<file path="src/rtl/fir_tap_scheduler.sv">
// fir_tap_scheduler: sequences delay-line writes, coefficient reads and MAC control for one FIR output per input sample
// Ports: iClk12M/iRst clock and async reset; iEnSample600k new-sample strobe; iCoeffUpdateFlag/iAddrRam
// coefficient update request and address; iNumOfCoeff tap count; iClrOvr clears oOverrun.
// oDly* delay-line write/read control, oCoeff* coefficient RAM control, oMacClr/oMacEn/oOutLatch
// accumulator control, oBusy non-idle indicator, oOverrun sticky dropped-sample flag.
module fir_tap_scheduler #(
   parameter int MAX_TAPS = 32,
   parameter int DLY_AW   = 5
) (
   input  logic              iClk12M,
   input  logic              iRst,
   input  logic              iEnSample600k,
   input  logic              iCoeffUpdateFlag,
   input  logic [5:0]        iAddrRam,
   input  logic [5:0]        iNumOfCoeff,
   input  logic              iClrOvr,
   output logic              oDlyWrEn,
   output logic [DLY_AW-1:0] oDlyWrAddr,
   output logic [DLY_AW-1:0] oDlyRdAddr,
   output logic [5:0]        oCoeffAddr,
   output logic              oCoeffWrEn,
   output logic              oCoeffRdEn,
   output logic              oMacClr,
   output logic              oMacEn,
   output logic              oOutLatch,
   output logic              oBusy,
   output logic              oOverrun
);
   typedef enum logic [2:0] {IDLE, UPDATE, LOAD, MAC, DRAIN, DONE} state_t;
   localparam logic [6:0] MAX7 = 7'(MAX_TAPS);
   state_t            state_q, state_d;
   logic [DLY_AW-1:0] wp_q, wp_d, k_q, k_d;
   logic [DLY_AW:0]   neff_q, neff_d;
   logic              mac_en_q, mac_en_d, ovr_q, ovr_d;
   logic [6:0]        n_req;
   logic              last_k;
   assign n_req  = {1'b0, iNumOfCoeff};
   assign last_k = {1'b0, k_q} == neff_q - 1'b1;
   always_comb begin
      state_d  = state_q;
      wp_d     = wp_q;
      k_d      = k_q;
      neff_d   = neff_q;
      // product of the read issued in a MAC cycle arrives one cycle later
      mac_en_d = state_q == MAC;
      ovr_d    = (iEnSample600k && state_q != IDLE && state_q != UPDATE) ? 1'b1 : iClrOvr ? 1'b0 : ovr_q;
      case (state_q)
         IDLE: begin
            if (iCoeffUpdateFlag) state_d = UPDATE;
            else if (iEnSample600k) begin
               state_d = LOAD;
               k_d     = '0;
               neff_d  = (DLY_AW+1)'(n_req > MAX7 ? MAX7 : n_req);
            end
         end
         UPDATE: state_d = iCoeffUpdateFlag ? UPDATE : IDLE;
         LOAD:   state_d = neff_q == '0 ? DONE : MAC;
         MAC: begin
            k_d     = last_k ? '0 : k_q + 1'b1;
            state_d = last_k ? DRAIN : MAC;
         end
         DRAIN:  state_d = DONE;
         DONE: begin
            wp_d    = wp_q + 1'b1;
            state_d = IDLE;
         end
         default: state_d = IDLE;
      endcase
   end
   always_ff @(posedge iClk12M or posedge iRst) begin
      if (iRst) begin
         state_q  <= IDLE;
         wp_q     <= '0;
         k_q      <= '0;
         neff_q   <= '0;
         mac_en_q <= 1'b0;
         ovr_q    <= 1'b0;
      end else begin
         state_q  <= state_d;
         wp_q     <= wp_d;
         k_q      <= k_d;
         neff_q   <= neff_d;
         mac_en_q <= mac_en_d;
         ovr_q    <= ovr_d;
      end
   end
   assign oDlyWrEn   = state_q == LOAD;
   assign oMacClr    = state_q == LOAD;
   assign oDlyWrAddr = wp_q;
   assign oCoeffRdEn = state_q == MAC;
   assign oDlyRdAddr = state_q == MAC ? wp_q - k_q : '0;
   // coefficient address passes straight through while an update is in progress
   assign oCoeffAddr = state_q == UPDATE ? iAddrRam : state_q == MAC ? 6'(k_q) : '0;
   assign oCoeffWrEn = state_q == UPDATE && iCoeffUpdateFlag && {1'b0, iAddrRam} < MAX7;
   assign oMacEn     = mac_en_q;
   assign oOutLatch  = state_q == DONE;
   assign oBusy      = state_q != IDLE;
   assign oOverrun   = ovr_q;
endmodule

</file>
<file path="config.mk">
export PLATFORM = sky130hd
export DESIGN_NAME = fir_tap_scheduler
export DESIGN_NICKNAME = d
export VERILOG_FILES = /design/src/rtl/fir_tap_scheduler.sv
export SDC_FILE = /design/constraint.sdc
export NUM_CORES = 1
export LEC_CHECK = 0
export CAP_MARGIN = 10
export CORE_MARGIN = 2
export CORE_UTILIZATION = 38
export CTS_CLUSTER_DIAMETER = 30
export CTS_CLUSTER_SIZE = 24
export DETAILED_ROUTE_END_ITERATION = 10
export PLACE_DENSITY = 0.78
export SLEW_MARGIN = 20
export SYNTH_ARGS = -nofsm -noshare
export SYNTH_HDL_FRONTEND = slang
export SYNTH_SLANG_ARGS = --single-unit
</file>
<file path="constraint.sdc">
create_clock -name iClk12M -period 1.9 [get_ports iClk12M]
set_clock_uncertainty 0.1 [all_clocks]
set_input_delay 0.285 -clock iClk12M [delete_from_list [all_inputs] [get_ports iClk12M]]
set_output_delay 0.285 -clock iClk12M [all_outputs]
set_load 0.02 [all_outputs]
</file>
==> results.md <==
- Combinational Power Share: 74.9%
- Core occupancy in the finished layout: 64.5%
- Die span in x: 66.1 um
- Routed wire per std cell: 13.9 um
- Final nets: 263
- Switching power as a share of total power: 43.8%
- Sinks on Clock Net: 21
- Placement Cell Area: 0.00216 mm^2
- Class of the tightest hold or removal check: in2async
- Drt initial violations: 69
- Most numerous cell in the Yosys netlist: sky130_fd_sc_hd__dfrtp_1
- Setup repair after global routing missed its margin: true
- Detailed placer's ending HPWL: 2660 um
- Headroom to the max-slew limit: 74.9%
- Post-Synthesis Cells: 158
- TritonCTS clock tree: built
- Internal cell power: 2.34 mW
- Slowest cell on the critical path: sky130_fd_sc_hd__dfrtp_2
- Drc violations: 0
- TritonCTS buffer count: 3
- Worst hold slack across all endpoints: 0.241 ns
- Number of flip-flops and latches in the synthesized netlist: 21
- Fraction of layout instances using a drive strength above 1: 39.8%
- Cell Area, Synth: 0.00147 mm^2
- Static leakage: 1.08 nW
- Part of the total power dissipated in the clock network: 7.2%
- H-tree depth: 1
- Die area: 0.00437 mm^2
- Post-route minimum period: 2.35 ns
- # diodes: 0
- Number of warnings issued by yosys: 0
- Final cell area excluding filler cells: 0.00238 mm^2
- Final hold violation count: 0
- Core box area: 0.00369 mm^2
- Net Sw Power: 1.83 mW
- Pre-CTS setup slack: -0.571 ns
- Synth Net Count: 184
- Gpl congestion: 0.802
- Part of the total power dissipated in sequential elements: 17.9%
- Synth top area cells: sky130_fd_sc_hd__dfrtp_1 36%, sky130_fd_sc_hd__xnor2_1 7.2%, sky130_fd_sc_hd__ha_1 6.8%, sky130_fd_sc_hd__mux2i_1 4.1%, sky130_fd_sc_hd__nor2_1 3.8%
- Portion of the clock cycle consumed by the worst path in the final layout: 124%
- Violations in the final reports: negative setup slack
- Post-synth EDFFs: 0
- Dpl cells: 270
- Maximum number of pins on one net before global-route repair: 22
- Max Clk Rate: 425 MHz
- Fill count: 301
- Critical path launch point type: flip-flop
- Element type at the critical path end: primary output
- Max-Cap Viols: 0
- Slowest cell delay on critical path: 0.41 ns
- Count of input and output buffers: 40
- Post-synth cell types: 40
- Clk Latency, worst-skew pair: 0.27 ns
- Pin slew with the least headroom to its limit: 0.376 ns
- Critical path class: reg2out
- Number of antenna violations at the first check in global routing: 0
- Total wire length: 3950 um
- WP data arrival: 1.97 ns
- Worst IR drop on VDD: 0.000755 V
- Power density relative to cell area: 1750 mW/mm^2
- Cell type with the largest total area after synthesis: sky130_fd_sc_hd__dfrtp_1
- Result of the run: complete, but fails checks
- Non-filler instance count after layout: 284
- Initial DRT Pass Iterations: 4
- Most repeated library cell on the critical path: sky130_fd_sc_hd__inv_2
- Cells along the critical path: inv_2, ha_4, inv_2, fa_2, a21o_1, a21oi_2, xnor2_2, nor2_2, buf_6
- Asr flop ratio synth: 100%
- Overall Power: 4.17 mW
- Maximum buffer depth of the clock tree: 2
- Post-DRT Antenna Nets: 0
- Number of hold-repair buffers added at the cts stage: 0
- Clock root buffer master: sky130_fd_sc_hd__clkbuf_8
- Fin. max-slew vios: 0
- Clock slew seen by the registers of the worst setup and hold paths: 0.08 ns
- Dominant register cell in the synthesized netlist: sky130_fd_sc_hd__dfrtp_1
- Via density: 4.98
- Register area share after synthesis: 35.8%
- Die height: 66.1 um
- Number of global-route vias before repair: 1382
- Vias post-DR: 1413
- Setup TNS: -1.58 ns
- Most used standard cells in the synthesized netlist: 21 x sky130_fd_sc_hd__dfrtp_1, 15 x sky130_fd_sc_hd__nor2_1, 13 x sky130_fd_sc_hd__inv_1, 12 x sky130_fd_sc_hd__xnor2_1
- GRT Overall Usage: 18.7%
- Worst Setup Slack, final: -0.452 ns
- Final number of setup-violating endpoints: 11
- Remaining global-route overflow: 0
- Post-synth top area share: 35.8%
- Standard-cell rows: 22
- Number of top-level design ports: 41
- Area growth from synthesis to layout: 62.1%
- Syn_area_per_cell: 9.28 um^2
- WP data required: 1.51 ns
- Highest fanout seen on the critical path: 2
- Wire length of the first global-routing pass: 6230 um
- Initial Utilization: 39.8%
[cells in the final DEF, fill, tap and decap left out, drive strengths merged, types with 2 or more instances in the layout]
master / n
inv: 13
a221o: 3
nor3: 5
a21o: 4
a31oi: 2
xor2: 2
nand2: 10
nand4: 2
nand3: 3
clkbuf: 7
dfrtp: 21
nor2: 15
xnor2: 12
ha: 8
mux2i: 6
nand2b: 6
nor2b: 2
buf: 49
clkdlybuf4s50: 22
mux2: 3
or2: 2
a2111oi: 4
and2: 3
o21ai: 10
dlygate4sd2: 8
a21oi: 3
[power groups by stage]
stage | logic (mW) | clock network (mW) | registers (mW)
after global routing | 3.36 | 0.335 | 0.763
after global placement | 2.56 | 0 | 0.749
after detailed placement | 2.61 | 0 | 0.757
after floorplan | 1.50 | 0 | 0.862
final | 3.12 | 0.302 | 0.745
after CTS | 2.91 | 0.304 | 0.738
[final cells by class]
type	count	area [um^2]	area share, %
clock buffers	3	41.3	1.74
clock inverters	1	5.00	0.211
inverters	13	48.8	2.05
multi-input cells	115	998	42.0
flip-flops and latches	21	528	22.2
well taps	48	60.1	2.53
repair buffers	83	696	29.3
[critical path, delay by kind of cell, from the launching register on]
family                   cells  cell delay [ns]
buffers and inverters        3             0.25
adder cells (fa/ha/maj)      2             0.48
AND/OR/NAND/NOR              1             0.12
AO/OA/AOI/OAI                2             0.36
XOR/XNOR                     1             0.08
flip-flops                   1             0.41
[metal layers]
layer	up-vias	share of wire, %	track usage (%)
li1	700	-	-
met1	665	45	24.7
met2	43	48	30.8
met3	5	5.1	3.24
met4	0	1.3	6.12
met5	-	0	0
[cells by family (layout without fill, tap and decap cells)]
group	count (synthesis)	count (layout)	synth area share, %
xor gates and xnor gates	14	14	8.36
muxes	9	9	6.40
DFF	21	21	35.8
adders and majority gates	9	9	8.19
and+or+nand+nor	53	53	19.6
AOI/OAI and AO/OA	30	30	15.6
buffers and inverters	22	100	5.97
[repair_timing]
item | CTS | global route
resized for setup | 63 | 23
buffers inserted | 9 | 1
hold endpoints to repair | 0 | 0
pin swaps | 12 | 7
endpoints found under the setup margin | 24 | 23
[registers in the layout (all words and copies together), names as in the netlist]
register    cells
neff_q          6
k_q             5
oDlyWrAddr      5
state_q         3
oMacEn          1
oOverrun        1
[path summary, 6_finish.rpt]
path	startpoint	end	slack [ns]	cells past startpoint
hold reg to reg	oDlyWrAddr[4]	oDlyWrAddr[4]	0.44	1
setup reg to reg	neff_q[1]	k_q[2]	-0.14	7
max in group asynchronous	iRst	neff_q[2]	1.22	3
setup / recovery	oDlyWrAddr[0]	oDlyRdAddr[4]	-0.45	9
min in group iClk12M	oDlyWrAddr[4]	oDlyWrAddr[4]	0.44	1
hold / removal	iRst	oDlyWrAddr[1]	0.24	3
Power figures use the tool's default switching activity.
